<file path="src/rtl/mmio_defines.sv">
// Shared definitions for the MMIO peripheral window:
// address map, STATUS bit positions and UART FSM states.
package mmio_defines;

  localparam logic [31:0] MMIO_BASE_DEFAULT = 32'hF000_0000;

  localparam logic [5:0] MMIO_LEDS    = 6'h00;
  localparam logic [5:0] MMIO_CYCLES  = 6'h04;
  localparam logic [5:0] MMIO_TX_DATA = 6'h08;
  localparam logic [5:0] MMIO_STATUS  = 6'h0C;
  localparam logic [5:0] MMIO_CMP     = 6'h10;
  localparam logic [5:0] MMIO_FLAG    = 6'h14;

  localparam int ST_BUSY    = 0;
  localparam int ST_FULL    = 1;
  localparam int ST_OVERRUN = 2;

  typedef enum logic [1:0] {
    S_IDLE,
    S_START,
    S_DATA,
    S_STOP
  } uart_state_t;

endpackage

</file>
<file path="src/rtl/uart_tx_8n1.sv">
// 8N1 UART transmit shifter with registered line output.
// ready marks the cycles in which a pending byte is taken.
module uart_tx_8n1
  import mmio_defines::*;
#(
  parameter int CLKS_PER_BIT = 868
) (
  input  logic       clk,
  input  logic       rst,
  input  logic       start,
  input  logic [7:0] data,
  output logic       ready,
  output logic       busy,
  output logic       tx
);

  localparam int BW = (CLKS_PER_BIT > 1) ? $clog2(CLKS_PER_BIT) : 1;
  localparam logic [BW-1:0] BAUD_LAST = BW'(CLKS_PER_BIT - 1);

  uart_state_t   state_q, state_d;
  logic [BW-1:0] baud_q, baud_d;
  logic [2:0]    bit_q, bit_d;
  logic [7:0]    shift_q, shift_d;
  logic          tx_q, tx_d;
  logic          last;

  assign last  = (baud_q == BAUD_LAST);
  assign ready = (state_q == S_IDLE) ||
                 ((state_q == S_STOP) && last);
  assign busy  = (state_q != S_IDLE);
  assign tx    = tx_q;

  always_comb begin
    state_d = state_q;
    baud_d  = baud_q;
    bit_d   = bit_q;
    shift_d = shift_q;
    unique case (state_q)
      S_IDLE: begin
        if (start) begin
          shift_d = data;
          baud_d  = '0;
          state_d = S_START;
        end
      end
      S_START: begin
        if (last) begin
          baud_d  = '0;
          bit_d   = '0;
          state_d = S_DATA;
        end else begin
          baud_d = baud_q + BW'(1);
        end
      end
      S_DATA: begin
        if (last) begin
          baud_d = '0;
          if (bit_q == 3'd7) begin
            state_d = S_STOP;
          end else begin
            bit_d = bit_q + 3'd1;
          end
        end else begin
          baud_d = baud_q + BW'(1);
        end
      end
      S_STOP: begin
        if (last) begin
          baud_d = '0;
          if (start) begin
            shift_d = data;
            state_d = S_START;
          end else begin
            state_d = S_IDLE;
          end
        end else begin
          baud_d = baud_q + BW'(1);
        end
      end
      default: state_d = S_IDLE;
    endcase
  end

  // Line level follows the next state so tx is a clean flop output
  always_comb begin
    tx_d = 1'b1;
    unique case (state_d)
      S_START: tx_d = 1'b0;
      S_DATA:  tx_d = shift_d[bit_d];
      default: tx_d = 1'b1;
    endcase
  end

  always_ff @(posedge clk or negedge rst) begin
    if (!rst) begin
      state_q <= S_IDLE;
      baud_q  <= '0;
      bit_q   <= '0;
      shift_q <= '0;
      tx_q    <= 1'b1;
    end else begin
      state_q <= state_d;
      baud_q  <= baud_d;
      bit_q   <= bit_d;
      shift_q <= shift_d;
      tx_q    <= tx_d;
    end
  end

endmodule

</file>
<file path="src/rtl/mmio_peripherals.sv">
// MMIO window: LED register, cycle counter with compare flag
// and a UART transmitter behind a one-deep holding register.
module mmio_peripherals
  import mmio_defines::*;
#(
  parameter logic [31:0] MMIO_BASE    = MMIO_BASE_DEFAULT,
  parameter int          LED_WIDTH    = 8,
  parameter int          CLKS_PER_BIT = 868
) (
  input  logic                 clk,
  input  logic                 rst,
  input  logic [31:0]          mem_addr,
  input  logic [31:0]          mem_wr_data,
  input  logic                 mem_wr_ena,
  output logic [31:0]          rd_data,
  output logic                 hit,
  output logic [LED_WIDTH-1:0] leds,
  output logic                 uart_tx
);

  logic [5:0] off;
  logic sel_leds, sel_cycles, sel_tx;
  logic sel_status, sel_cmp, sel_flag;
  logic wr_leds, wr_cycles, wr_tx;
  logic wr_status, wr_cmp, wr_flag;

  logic [LED_WIDTH-1:0] leds_q, leds_d;
  logic [31:0] cyc_q, cyc_d;
  logic [31:0] cmp_q, cmp_d;
  logic        flag_q, flag_d;
  logic [7:0]  hold_q, hold_d;
  logic        full_q, full_d;
  logic        ovr_q, ovr_d;

  logic        tx_ready, tx_busy, take;
  logic [31:0] status;

  assign hit = (mem_addr[31:6] == MMIO_BASE[31:6]);
  assign off = mem_addr[5:0];

  // Full-offset match also rejects misaligned accesses
  assign sel_leds   = hit && (off == MMIO_LEDS);
  assign sel_cycles = hit && (off == MMIO_CYCLES);
  assign sel_tx     = hit && (off == MMIO_TX_DATA);
  assign sel_status = hit && (off == MMIO_STATUS);
  assign sel_cmp    = hit && (off == MMIO_CMP);
  assign sel_flag   = hit && (off == MMIO_FLAG);

  assign wr_leds   = mem_wr_ena & sel_leds;
  assign wr_cycles = mem_wr_ena & sel_cycles;
  assign wr_tx     = mem_wr_ena & sel_tx;
  assign wr_status = mem_wr_ena & sel_status;
  assign wr_cmp    = mem_wr_ena & sel_cmp;
  assign wr_flag   = mem_wr_ena & sel_flag;

  assign take = full_q & tx_ready;
  assign leds = leds_q;

  uart_tx_8n1 #(
    .CLKS_PER_BIT(CLKS_PER_BIT)
  ) u_uart (
    .clk  (clk),
    .rst  (rst),
    .start(full_q),
    .data (hold_q),
    .ready(tx_ready),
    .busy (tx_busy),
    .tx   (uart_tx)
  );

  always_comb begin
    status              = '0;
    status[ST_BUSY]     = tx_busy;
    status[ST_FULL]     = full_q;
    status[ST_OVERRUN]  = ovr_q;
  end

  always_comb begin
    leds_d = wr_leds ? mem_wr_data[LED_WIDTH-1:0] : leds_q;
    cyc_d  = wr_cycles ? 32'd0 : cyc_q + 32'd1;
    cmp_d  = wr_cmp ? mem_wr_data : cmp_q;
    flag_d = (cyc_d == cmp_q) |
             (flag_q & ~(wr_flag & mem_wr_data[0]));
    hold_d = hold_q;
    full_d = full_q;
    ovr_d  = ovr_q;
    if (take) begin
      full_d = 1'b0;
    end
    // A write landing on the take cycle refills the slot
    if (wr_tx) begin
      if (!full_q || take) begin
        hold_d = mem_wr_data[7:0];
        full_d = 1'b1;
      end else begin
        ovr_d = 1'b1;
      end
    end
    if (wr_status && mem_wr_data[ST_OVERRUN]) begin
      ovr_d = 1'b0;
    end
  end

  always_comb begin
    rd_data = '0;
    unique case (1'b1)
      sel_leds:   rd_data = 32'(leds_q);
      sel_cycles: rd_data = cyc_q;
      sel_status: rd_data = status;
      sel_cmp:    rd_data = cmp_q;
      sel_flag:   rd_data = {31'b0, flag_q};
      default:    rd_data = '0;
    endcase
  end

  always_ff @(posedge clk or negedge rst) begin
    if (!rst) begin
      leds_q <= '0;
      cyc_q  <= '0;
      cmp_q  <= 32'hFFFF_FFFF;
      flag_q <= 1'b0;
      hold_q <= '0;
      full_q <= 1'b0;
      ovr_q  <= 1'b0;
    end else begin
      leds_q <= leds_d;
      cyc_q  <= cyc_d;
      cmp_q  <= cmp_d;
      flag_q <= flag_d;
      hold_q <= hold_d;
      full_q <= full_d;
      ovr_q  <= ovr_d;
    end
  end

endmodule

</file>
<file path="config.mk">
export PLATFORM = sky130hd
export DESIGN_NAME = mmio_peripherals
export DESIGN_NICKNAME = d
export VERILOG_FILES = /design/src/rtl/mmio_defines.sv /design/src/rtl/uart_tx_8n1.sv /design/src/rtl/mmio_peripherals.sv
export SDC_FILE = /design/constraint.sdc
export NUM_CORES = 1
export LEC_CHECK = 0
export BUFFER_PORTS_ARGS = -buffer_cell sky130_fd_sc_hd__buf_4
export CAP_MARGIN = 20
export CELL_PAD_IN_SITES_DETAIL_PLACEMENT = 0
export CELL_PAD_IN_SITES_GLOBAL_PLACEMENT = 1
export CORE_MARGIN = 2
export CORE_UTILIZATION = 35
export DETAILED_ROUTE_END_ITERATION = 10
export HOLD_SLACK_MARGIN = 0.08
export PLACE_DENSITY = 0.71
export RECOVER_POWER = 50
export SLEW_MARGIN = 40
export SYNTH_ARGS = -nofsm -noshare
export SYNTH_HDL_FRONTEND = slang
export SYNTH_SLANG_ARGS = --single-unit
</file>
<file path="constraint.sdc">
create_clock -name clk -period 3 [get_ports clk]
set_input_delay 0.15 -clock clk [delete_from_list [all_inputs] [get_ports clk]]
set_output_delay 0.15 -clock clk [all_outputs]
set_load 0.1 [all_outputs]
</file>
After elaboration in Yosys (flattened, before gate mapping)
Index checks and enable logic that the tools add are counted.
{"block": "word_totals", "reg_bits": 107, "out_inout_bits": 42}
{"block": "op_classes", "magnitude_cmp": 1, "n_bitwise": 11, "n_addsub": 3, "eq_ne": 16, "muxes": 28, "reduce_logical": 18}
{"op": "one-hot mux 32 bit (5 select lines)", "n": 1}
{"op": "adder 32 x 1 -> 32 bit, second input constant", "n": 1}
{"op": "== test 32 bit", "n": 1}
{"op": "two-way mux 32 bit", "n": 1}
{"op": "== test 26 bit, second input constant", "n": 1}
{"op": "two-way mux 10 bit", "n": 2}
{"op": "one-hot mux 10 bit (2 select lines)", "n": 1}
{"op": "two-way mux 8 bit", "n": 2}
{"op": "one-hot mux 8 bit (2 select lines)", "n": 1}
{"op": "== test 6 x 4 -> 1 bit, second input constant", "n": 2}
{"op": "== test 6 x 5 -> 1 bit, second input constant", "n": 2}
{"op": "adder 10 x 1 -> 10 bit, second input constant", "n": 1}
{"op": "== test 10 bit, second input constant", "n": 1}
{"op": "two-way mux 2 bit", "n": 5}
{"op": "bitwise AND 1 bit", "n": 9}
{"op": "two-way mux 3 bit", "n": 3}
{"op": "logical AND 1 bit", "n": 8}
{"op": "two-way mux 1 bit", "n": 8}
{"op": "one-hot mux 2 bit (4 select lines)", "n": 1}
{"op": "== test 2 bit, second input constant", "n": 3}
{"op": "== test 6 x 3 -> 1 bit, second input constant", "n": 1}
{"op": "logical NOT 6 bit", "n": 1}
{"op": "one-hot mux 3 bit (2 select lines)", "n": 1}
{"op": "== test 2 x 1 -> 1 bit, second input constant", "n": 2}
{"op": "other kinds (15)", "n": 18}

Depth between registers and ports, before layout
Gate-level depths: netlist (run 1).
{"block": "depth", "word_depth": 8, "depth_mapped": 11, "ltp_nobuf": 10}

By module
A second synthesis (run 1) with hierarchy kept.
{"block": "unflattened", "cells_unflattened": 597, "hier_area_um2": 6152.2}
{"module": "mmio_peripherals", "area_per_inst_um2": 4764.6, "n_inst": 1, "cells_per_inst": 456}
{"module": "uart_tx_8n1", "area_per_inst_um2": 1387.6, "n_inst": 1, "cells_per_inst": 141}

Worst setup path before layout (run 1)
Ideal clock, no wire load.
{"block": "synth_path", "path_kind": "input to output", "start": "in mem_addr[21]", "end": "out rd_data[0]", "arrival_time_ns": 3.529, "path_slack_ns": -0.679, "path_buffers": 2, "required_time_ns": 2.850, "path_stages": 7, "path_cell_list": "nor4_1 nand4_1 nor2_1 and3_1 clkbuf_1 clkbuf_1 a221o_1"}
{"block": "synth_between", "elab_chain_cells": 3, "elab_cells_between_ends": 7, "cone_classes": "eq/ne: 1; mux: 1; reduce/logical: 5"}
{"element": "start: declaration", "line": "mmio_peripherals.sv:12", "rtl": "input logic [31:0] mem_addr,"}
{"element": "== test 26 bit (*)", "line": "mmio_peripherals.sv:38", "rtl": "assign hit = (mem_addr[31:6] == MMIO_BASE[31:6]);"}
{"element": "named net hit", "line": "mmio_peripherals.sv:16", "rtl": "output logic hit,"}
{"element": "logical AND 1 bit (on tied branches)"}
{"element": "one-hot mux 32 bit (5 select lines) (*)", "line": "mmio_peripherals.sv:106", "rtl": "unique case (1'b1)"}
{"element": "end: declaration", "line": "mmio_peripherals.sv:15", "rtl": "output logic [31:0] rd_data,"}
Mark *: on every way through the listed nets, which the timed path passes. The rest lies on a longest branch.

Worst setup path after layout (run 1)
{"block": "layout_path", "start": "reg cyc_q[1]", "end": "reg flag_q"}
{"block": "layout_between", "elab_chain_cells": 4}
{"element": "start: declaration", "line": "mmio_peripherals.sv:28", "rtl": "logic [31:0] cyc_q, cyc_d;"}
{"element": "start signal: assignment", "line": "mmio_peripherals.sv:127", "rtl": "cyc_q <= cyc_d;"}
{"element": "adder 32 x 1 -> 32 bit", "line": "mmio_peripherals.sv:80", "rtl": "cyc_d = wr_cycles ? 32'd0 : cyc_q + 32'd1;"}
{"element": "two-way mux 32 bit", "line": "mmio_peripherals.sv:80"}
{"element": "== test 32 bit", "line": "mmio_peripherals.sv:82", "rtl": "flag_d = (cyc_d == cmp_q) |"}
{"element": "bitwise OR 1 bit", "line": "mmio_peripherals.sv:82"}
{"element": "named net flag_d", "line": "mmio_peripherals.sv:30", "rtl": "logic flag_q, flag_d;"}
{"element": "end signal: assignment", "line": "mmio_peripherals.sv:129", "rtl": "flag_q <= flag_d;"}
{"element": "end: declaration", "line": "mmio_peripherals.sv:30"}
The timed path passes the listed nets, and every way through them passes these cells.
A chain may end at the register's enable or synchronous reset.

==> flow_summary.yaml, run 1 <==
sta:
  drv_slew: 0
  min_period_over_period_pct: 97.0
  fin_setup_tns_ns: 0
  hold_viol: 0
  rsz0062_at_grt: "true"
  slew_headroom_pct: 2.55
  skew_ns: 0.00767
  fmaxAchievable_ghz: 0.344
  period_needed_ns: 2.91
  setup_viol: 0
  tightestPinTransition_ns: 1.46
  whs_ns: 0.122
detailed_routing:
  drt_iter0_drc: 311
  wirelength_mm: 17.7
  routed_via_density: 5.46
  via_count: 5379
  drt_first_pass_iters: 7
  ant_nets: 0
  wire_per_inst_um: 18.0
  drc: 0
logic_synthesis:
  yosys.cell_types.count: 62
  synth_edf_count: 0
  syn_inst: 575
  synth_top_area_share_pct: 31.4
  ys_seq_elements: 107
  avgSynthCellArea_um2: 10.3
  ys_seq_area_share_pct: 46.0
  synth_most_common_cell: "dfrtp_1"
  ys_warn_count: 0
  yosysTopAreaCell: "dfrtp_1"
  synth.net_count: 649
  netlist_area_um2: 5910
  synth_common_cells: "dfrtp_1 (74), nor2_1 (55), mux2_2 (49)"
  synth_ff_type: "dfrtp_1"
  synth_async_sr_flop_share_pct: 100
  synth.area.top_cells: "dfrtp_1 (31%), dfstp_2 (15%), mux2_2 (9.3%)"
global_route:
  grt_antenna_before_repair: 0
  grt_overflow: 0
  grt_usage_pct: 19.9
  grt_max_degree: 58
  grt_pass1_vias: 5510
  grt_pass1_wl_mm: 28.4
clock_network:
  clockBufferDepth: 2
  cts_tree: "yes"
  cts_buffers: 9
  root_buffer: "clkbuf_16"
  cts_max_level: 3
  clkTransAtPathRegs_ns: 0.07
  clock-sinks: 107
  clock_latency_ns: 0.35
finish:
  drive_gt1_share_pct: 35.2
  n_antenna_cell: 0
  fin_area_um2: 8030
  fin_nets: 835
  syn_to_final_growth_pct: 35.9
  fin_util_pct: 48.6
  fillers: 1533
worst_setup_path:
  cp-start-kind: "flip-flop"
  cp.arrival_ns: 3.18
  cp.required_ns: 3.27
  criticalPathCategory: "reg2reg"
  worst-path-max-fanout: 4
  endpoint_kind: "flip-flop"
die:
  core_area_um2: 16500
  die_area_um2: 17900
  die_w_um: 134
  die_y_um: 134
  floorplan.io_pins: 109
  rows: 47
  start_util_pct: 35.7
placement:
  portBuffers: 108
  gp_congestion: 0.922
  dpl_cell_area_um2: 7300
  place_hpwl_mm: 13.1
power_and_ir_drop:
  switching_share_pct: 22.1
  pwr-share-comb_pct: 5.5
  switching_power_w: 0.000597
  power.density_nw_per_um2: 336
  p_int_w: 0.00210
  p_clk_share_pct: 41.0
  power_w: 0.00270
  p_leak_nw: 3.43
  ir_drop_v: 0.000285
  pwr-share-seq_pct: 53.5
hold_path:
  hold_path_class: "in2reg"
run_status:
  status: "finished, final reports clean"
run:
  drv_cap: 0
[layer usage]
metal	vias up	GRT usage (%)	part of all wire [%]
li1	2525	-	-
met1	2704	24.6	43
met2	126	36.0	52
met3	24	3.40	4.1
met4	0	4.85	1.4
met5	-	0	0
[layout make-up]
type	instances	area, um^2	share of cell area [%]
Sequential cell	107	2720	33.9
Timing Repair Buffer	197	1570	19.6
Tap cell	220	275	3.43
Inverter	20	75.1	0.935
Clock buffer	12	236	2.95
Clock inverter	4	27.5	0.343
Multi-Input combinational cell	426	3120	38.9
[final timing paths]
check	start	to	slack, ns	cells after the start
max in group asynchronous	rst	cmp_q[14]	1.30	3
setup / recovery	cyc_q[1]	flag_q	0.09	12
min in group asynchronous	rst	u_uart.baud_q[3]	0.68	2
hold reg to reg	u_uart.baud_q[9]	u_uart.baud_q[9]	0.49	1
hold / removal	mem_addr[3]	full_q	0.12	3
setup reg to reg	cyc_q[1]	flag_q	0.09	12
[cells in the final DEF (no fill, tap or decap), drive strengths merged, types with 8 or more instances in the layout]
cell / instances
xor2: 21
nand2: 41
dfrtp: 74
clkbuf: 23
buf: 150
mux2: 49
a21oi: 8
nor4: 17
a22o: 37
nor2: 55
o21ai: 29
nand4: 14
dlygate4sd3: 35
nor3: 12
inv: 22
xnor2: 16
nand3: 26
and3: 8
dfstp: 33
[critical path, stage by stage, from the launching register on]
cell and delay [ns]:
dfrtp_1 0.44, ha_4 0.18, nand3_4 0.08, buf_4 0.16, nor4_1 0.27, buf_4 0.17
xor2_1 0.22, xnor2_1 0.14, a31oi_1 0.10, o32ai_1 0.24, nand4_1 0.14, or4_1 0.53
o21ai_1 0.15
[power by group through the flow]
stage          registers, W    logic, W  clock network (W)
6_report            0.00144    0.000147            0.00111
5_1_grt             0.00144    0.000161            0.00121
4_1_cts             0.00144    0.000151            0.00115
3_5_place_dp        0.00147    0.000115                  0
3_3_place_gp        0.00147    0.000113                  0
2_1_floorplan       0.00147  0.00000660                  0
[logic make-up (layout without fill, tap and decap cells)]
family                     count (synthesis)  after routing  synth area share [%]
DFF                                      107            107                  46.0
muxes                                     53             53                  10.0
xor gates and xnor gates                  37             37                  5.49
and+or+nand+nor                          205            205                  18.4
buffers and inverters                     42            233                  2.73
adders and majority gates                  7              7                  1.48
AOI/OAI and AO/OA                        124            124                  15.8
[flip-flops by register name (all words and copies together) (netlist names)]
name and count:
cyc_q 32, hold_q 8, u_uart.bit_q 3, full_q 1, u_uart.tx 1, ovr_q 1
u_uart.baud_q 10, leds 8, flag_q 1, cmp_q 32, u_uart.state_q 2, u_uart.shift_q 8
[timing repair]
action,CTS,global route
hold buffers,35,0
buffers inserted,0,6
endpoints found under the setup margin,0,2
gates resized for setup,0,14
hold endpoints to repair,92,0
[stage by stage]
step	std cells	setup slack (ns)
4_1_cts	979	0.0694
3_5_place_dp	928	-0.00364
6_report	986	0.0904
3_3_place_gp	928	-0.0253
2_1_floorplan	575	0.110
5_1_grt	986	-0.0673
(Power assumes the default switching activity.)
==> run 2: changes to the inputs <==
--- a/config.mk
+++ b/config.mk
@@ -12,8 +12,9 @@
 export CORE_MARGIN = 2
 export CORE_UTILIZATION = 35
 export DETAILED_ROUTE_END_ITERATION = 10
+export GPL_ROUTABILITY_DRIVEN = 0
 export HOLD_SLACK_MARGIN = 0.08
-export PLACE_DENSITY = 0.71
+export PLACE_DENSITY = 0.68
 export RECOVER_POWER = 50
 export SLEW_MARGIN = 40
 export SYNTH_ARGS = -nofsm -noshare
==> constraint.sdc (replaced) <==
create_clock -name clk -period 3.5 [get_ports clk]
set_input_delay 0.175 -clock clk [delete_from_list [all_inputs] [get_ports clk]]
set_output_delay 0.175 -clock clk [all_outputs]
set_load 0.1 [all_outputs]
==> flow_summary.yaml, run 2 (synthesis results as in run 1) <==
global_route:
  grt_max_degree: 68
  grt_pass1_wl_mm: 28.1
  grt_pass1_vias: 5373
  grt_antenna_before_repair: 0
  grt_usage_pct: 19.8
  grt_overflow: 0
detailed_routing:
  ant_nets: 0
  wire_per_inst_um: 18.4
  via_count: 5246
  drc: 0
  wirelength_mm: 17.4
  drt_first_pass_iters: 7
  routed_via_density: 5.53
  drt_iter0_drc: 382
worst_setup_path:
  worst-path-max-fanout: 8
  cp.arrival_ns: 3.52
  cp.required_ns: 3.78
  criticalPathCategory: "reg2reg"
  cp-start-kind: "flip-flop"
  endpoint_kind: "flip-flop"
power_and_ir_drop:
  pwr-share-comb_pct: 5.2
  power.density_nw_per_um2: 310
  switching_share_pct: 23.7
  pwr-share-seq_pct: 52.2
  p_clk_share_pct: 42.5
  ir_drop_v: 0.000229
  p_leak_nw: 3.21
  switching_power_w: 0.000560
  p_int_w: 0.00181
clock_network:
  postCtsHoldBufs: 34
  postCtsSetupRepairBufs: 0
  clock-sinks: 107
  cts_max_level: 3
  cts_resized: 0
  cts_tree: "yes"
  root_buffer: "clkbuf_16"
  cts_buffers: 9
  clkTransAtPathRegs_ns: 0.08
  clock_latency_ns: 0.36
  clockBufferDepth: 2
run_status:
  status: "complete, but fails checks"
  failed_checks: "max-capacitance violations, max-slew violations"
die:
  floorplan.io_pins: 109
  rows: 47
  start_util_pct: 35.7
  die_y_um: 134
  die_w_um: 134
  core_area_um2: 16500
  die_area_um2: 17900
finish:
  final_cell_mix: "buf_4 (111), dfrtp_1 (74), nor2_1 (52)"
  instances_no_fill: 949
  fin_nets: 798
  drive_gt1_share_pct: 31.0
  syn_to_final_growth_pct: 29.3
  final_common_cell: "buf_4"
  reg_top3: "cmp_q: 32 flops, cyc_q: 32 flops, u_uart.baud_q: 10 flops"
  n_antenna_cell: 0
placement:
  dpl.cell_count: 899
  portBuffers: 108
  place_hpwl_mm: 12.8
sta:
  drv_slew: 68
  hold_viol: 0
  min_period_over_period_pct: 92.5
  tightestPinTransition_ns: 1.73
  fmaxAchievable_ghz: 0.309
  rsz0062_at_grt: "false"
  fin_setup_tns_ns: 0
  setup_viol: 0
  skew_ns: 0.00985
  period_needed_ns: 3.24
  slew_headroom_pct: -15.1
hold_path:
  hold_path_class: "in2reg"
run:
  drv_cap: 1
## run 2: cell count changes in the layout (fill, tap and decap cells not counted), moves of 2 or more
cell and change:
dfrtp_2 -2, dfrtp_1 +2, nor4_4 -3, nor4_1 +2, buf_12 -2, buf_4 -35
## run 2: critical path, cell delays in order (launching register included)
cell     delay [ns]
dfrtp_1        0.48
ha_1           0.26
nand3_2        0.17
nor4_4         0.36
nand4_1        0.15
xor2_1         0.19
or4b_1         0.51
o311a_1        0.12
a211o_1        0.27
or4_1          0.52
o21ai_1        0.13
## run 2: per-layer routing
metal	vias to the layer above	GRT usage, %	wire (um)
met2	130	34.7	8800
met1	2638	24.5	7600
li1	2449	-	-
met3	29	3.78	689
met5	-	0	0
met4	0	6.15	333
## run 2: worst paths after layout
check	startpoint	end	slack, ns	depth (start not counted)
min reg2reg	u_uart.baud_q[9]	u_uart.baud_q[9]	0.49	1
min	mem_addr[3]	full_q	0.14	3
max	cyc_q[0]	flag_q	0.26	10
min in group asynchronous	rst	u_uart.baud_q[7]	0.77	2
max reg2reg	cyc_q[0]	flag_q	0.26	10
max in group asynchronous	rst	cyc_q[29]	0.85	3
## run 2: layout make-up
cell class / count / area, um^2
sequential: 107 / 2720
inverter: 20 / 75.1
clock buffer: 9 / 225
multi-input combinational: 426 / 3030
tap: 220 / 275
fill: 1608 / 8890
timing repair buffer: 160 / 1250
clock inverter: 7 / 58.8
## run 2: power by group through the flow
stage | Clock, W | Sequential, W | Combinational (W)
floorplan | 0 | 0.00126 | 0.00000566
global placement | 0 | 0.00126 | 0.0000967
detailed placement | 0 | 0.00126 | 0.0000990
CTS | 0.00104 | 0.00124 | 0.000128
global route | 0.00108 | 0.00124 | 0.000137
finish | 0.00101 | 0.00124 | 0.000124
## run 2: through the flow
stage	cell area [um^2]	hold slack [ns]	power [W]	worst slack, ns	utilization, %
3_3_place_gp	7070	0.336	0.00136	0.328	42.8
2_1_floorplan	5910	-0.121	0.00127	0.272	-
4_1_cts	7700	0.128	0.00240	0.232	46.6
3_5_place_dp	7080	0.217	0.00136	0.260	42.8
5_1_grt	7640	0.171	0.00246	0.0573	46.2
6_report	7640	0.137	0.00237	0.262	46.2
==> run 3: changes to the inputs <==
==> constraint.sdc (replaced) <==
create_clock -name clk -period 4.02 [get_ports clk]
set_input_delay 0.201 -clock clk [delete_from_list [all_inputs] [get_ports clk]]
set_output_delay 0.201 -clock clk [all_outputs]
set_load 0.1 [all_outputs]
==> flow_summary.yaml, run 3 (synthesis results as in run 1) <==
die:
  die_area_um2: 17900
  start_util_pct: 35.7
  die_y_um: 134
  die_w_um: 134
  rows: 47
  core_area_um2: 16500
  floorplan.io_pins: 109
global_route:
  grt_usage_pct: 20.3
  grt_overflow: 0
  grt_pass1_wl_mm: 28.8
  grt_antenna_before_repair: 0
  grt_pass1_vias: 5489
  grt_max_degree: 44
finish:
  reg_top3: "cmp_q: 32 flops, cyc_q: 32 flops, u_uart.baud_q: 10 flops"
  final_cell_mix: "buf_4 (105), dfrtp_1 (74), nor2_1 (53)"
  drive_gt1_share_pct: 30.7
  n_antenna_cell: 0
  instances_no_fill: 937
  final_common_cell: "buf_4"
  syn_to_final_growth_pct: 27.6
  fin_nets: 786
  fillers: 1575
clock_network:
  cts_buffers: 9
  clock_latency_ns: 0.36
  root_buffer: "clkbuf_16"
  cts_tree: "yes"
  clkTransAtPathRegs_ns: 0.08
  postCtsHoldBufs: 28
  cts_max_level: 3
  postCtsSetupRepairBufs: 0
  cts_resized: 0
  clock-sinks: 107
  clockBufferDepth: 2
worst_setup_path:
  criticalPathCategory: "reg2reg"
  cp_cell_sequence: "ha_1, nand3_2, nor4_4, nand4_1, xor2_1, or4b_1, o311a_1, a211o_1, or4_1, o21ai_1"
  cp-start-kind: "flip-flop"
  r2r_cells: 10
  cp.required_ns: 4.30
  crit_path_top_delay_cell: "or4b_1"
  max_stage_delay_ns: 0.52
  cp.arrival_ns: 3.62
  worst-path-max-fanout: 8
  endpoint_kind: "flip-flop"
detailed_routing:
  ant_nets: 0
  wire_per_inst_um: 18.7
  drc: 0
  routed_via_density: 5.54
  via_count: 5194
  drt_iter0_drc: 422
  drt_first_pass_iters: 4
  wirelength_mm: 17.5
sta:
  period_needed_ns: 3.33
  drv_slew: 39
  rsz0062_at_grt: "false"
  fmaxAchievable_ghz: 0.300
  tightestPinTransition_ns: 2.16
  min_period_over_period_pct: 83.0
  slew_headroom_pct: -43.8
  hold_viol: 0
  setup_viol: 0
  whs_ns: 0.0946
  fin_setup_tns_ns: 0
  skew_ns: 0.00546
hold_path:
  whs_path_depth: 2
  hold_path_class: "in2reg"
power_and_ir_drop:
  ir_drop_v: 0.000203
  p_leak_nw: 3.17
  power.density_nw_per_um2: 274
placement:
  dpl.cell_count: 893
  place_hpwl_mm: 13.0
  portBuffers: 108
run:
  drv_cap: 1
run_status:
  status: "complete, but fails checks"
  failed_checks: "max-capacitance violations, max-slew violations"
-- run 3: worst paths after layout --
kind	to	startpoint	slack, ns
min in group asynchronous	u_uart.baud_q[6]	rst	1.00
worst min-delay path	leds[3]	mem_wr_data[3]	0.09
worst min register to register	u_uart.baud_q[9]	u_uart.baud_q[9]	0.49
max in group asynchronous	cyc_q[18]	rst	0.95
worst max register to register	flag_q	cyc_q[0]	0.69
worst max-delay path	flag_q	cyc_q[0]	0.69
-- run 3: through the flow --
| stage | total power [W] | setup WS (ns) | area [um^2] | utilization (%) |
|---|---|---|---|---|
| after floorplan | 0.00110 | 0.239 | 5910 | - |
| after global placement | 0.00118 | 0.760 | 7010 | 42.4 |
| after detailed placement | 0.00118 | 0.695 | 7020 | 42.5 |
| after CTS | 0.00209 | 0.655 | 7580 | 45.9 |
| after global routing | 0.00214 | 0.380 | 7530 | 45.6 |
| final | 0.00206 | 0.685 | 7530 | 45.6 |
-- run 3: layer usage --
layer	track usage, %	up-vias	wire (um)
met4	5.44	0	352
met1	25.7	2612	7700
met3	4.35	33	713
li1	-	2424	-
met5	0	-	0
met2	35.2	125	8770
-- run 3: final cells by class --
cell class	instances	area (um^2)	share of cell area (%)
repair buffers	148	1140	15.1
clock inverters	7	56.3	0.747
well taps	220	275	3.65
clock buffers	9	225	2.99
multi-input cells	426	3040	40.4
inverters	20	75.1	0.997
flip-flops and latches	107	2720	36.1
-- run 3: worst max-delay path, delay by kind of cell, from the launching register on --
kind                       cells  cell delay, ns
AOI/OAI and AO/OA              3            0.53
xor gates and xnor gates       1            0.20
adders and majority gates      1            0.27
DFF                            1            0.48
and+or+nand+nor                5            1.76
-- run 3: where the power goes --
part	switching [W]	internal, W
clock network	0.000451	0.000432
registers	0.000000000398	0.00108
logic	0.0000428	0.0000599
total	0.000494	0.00157
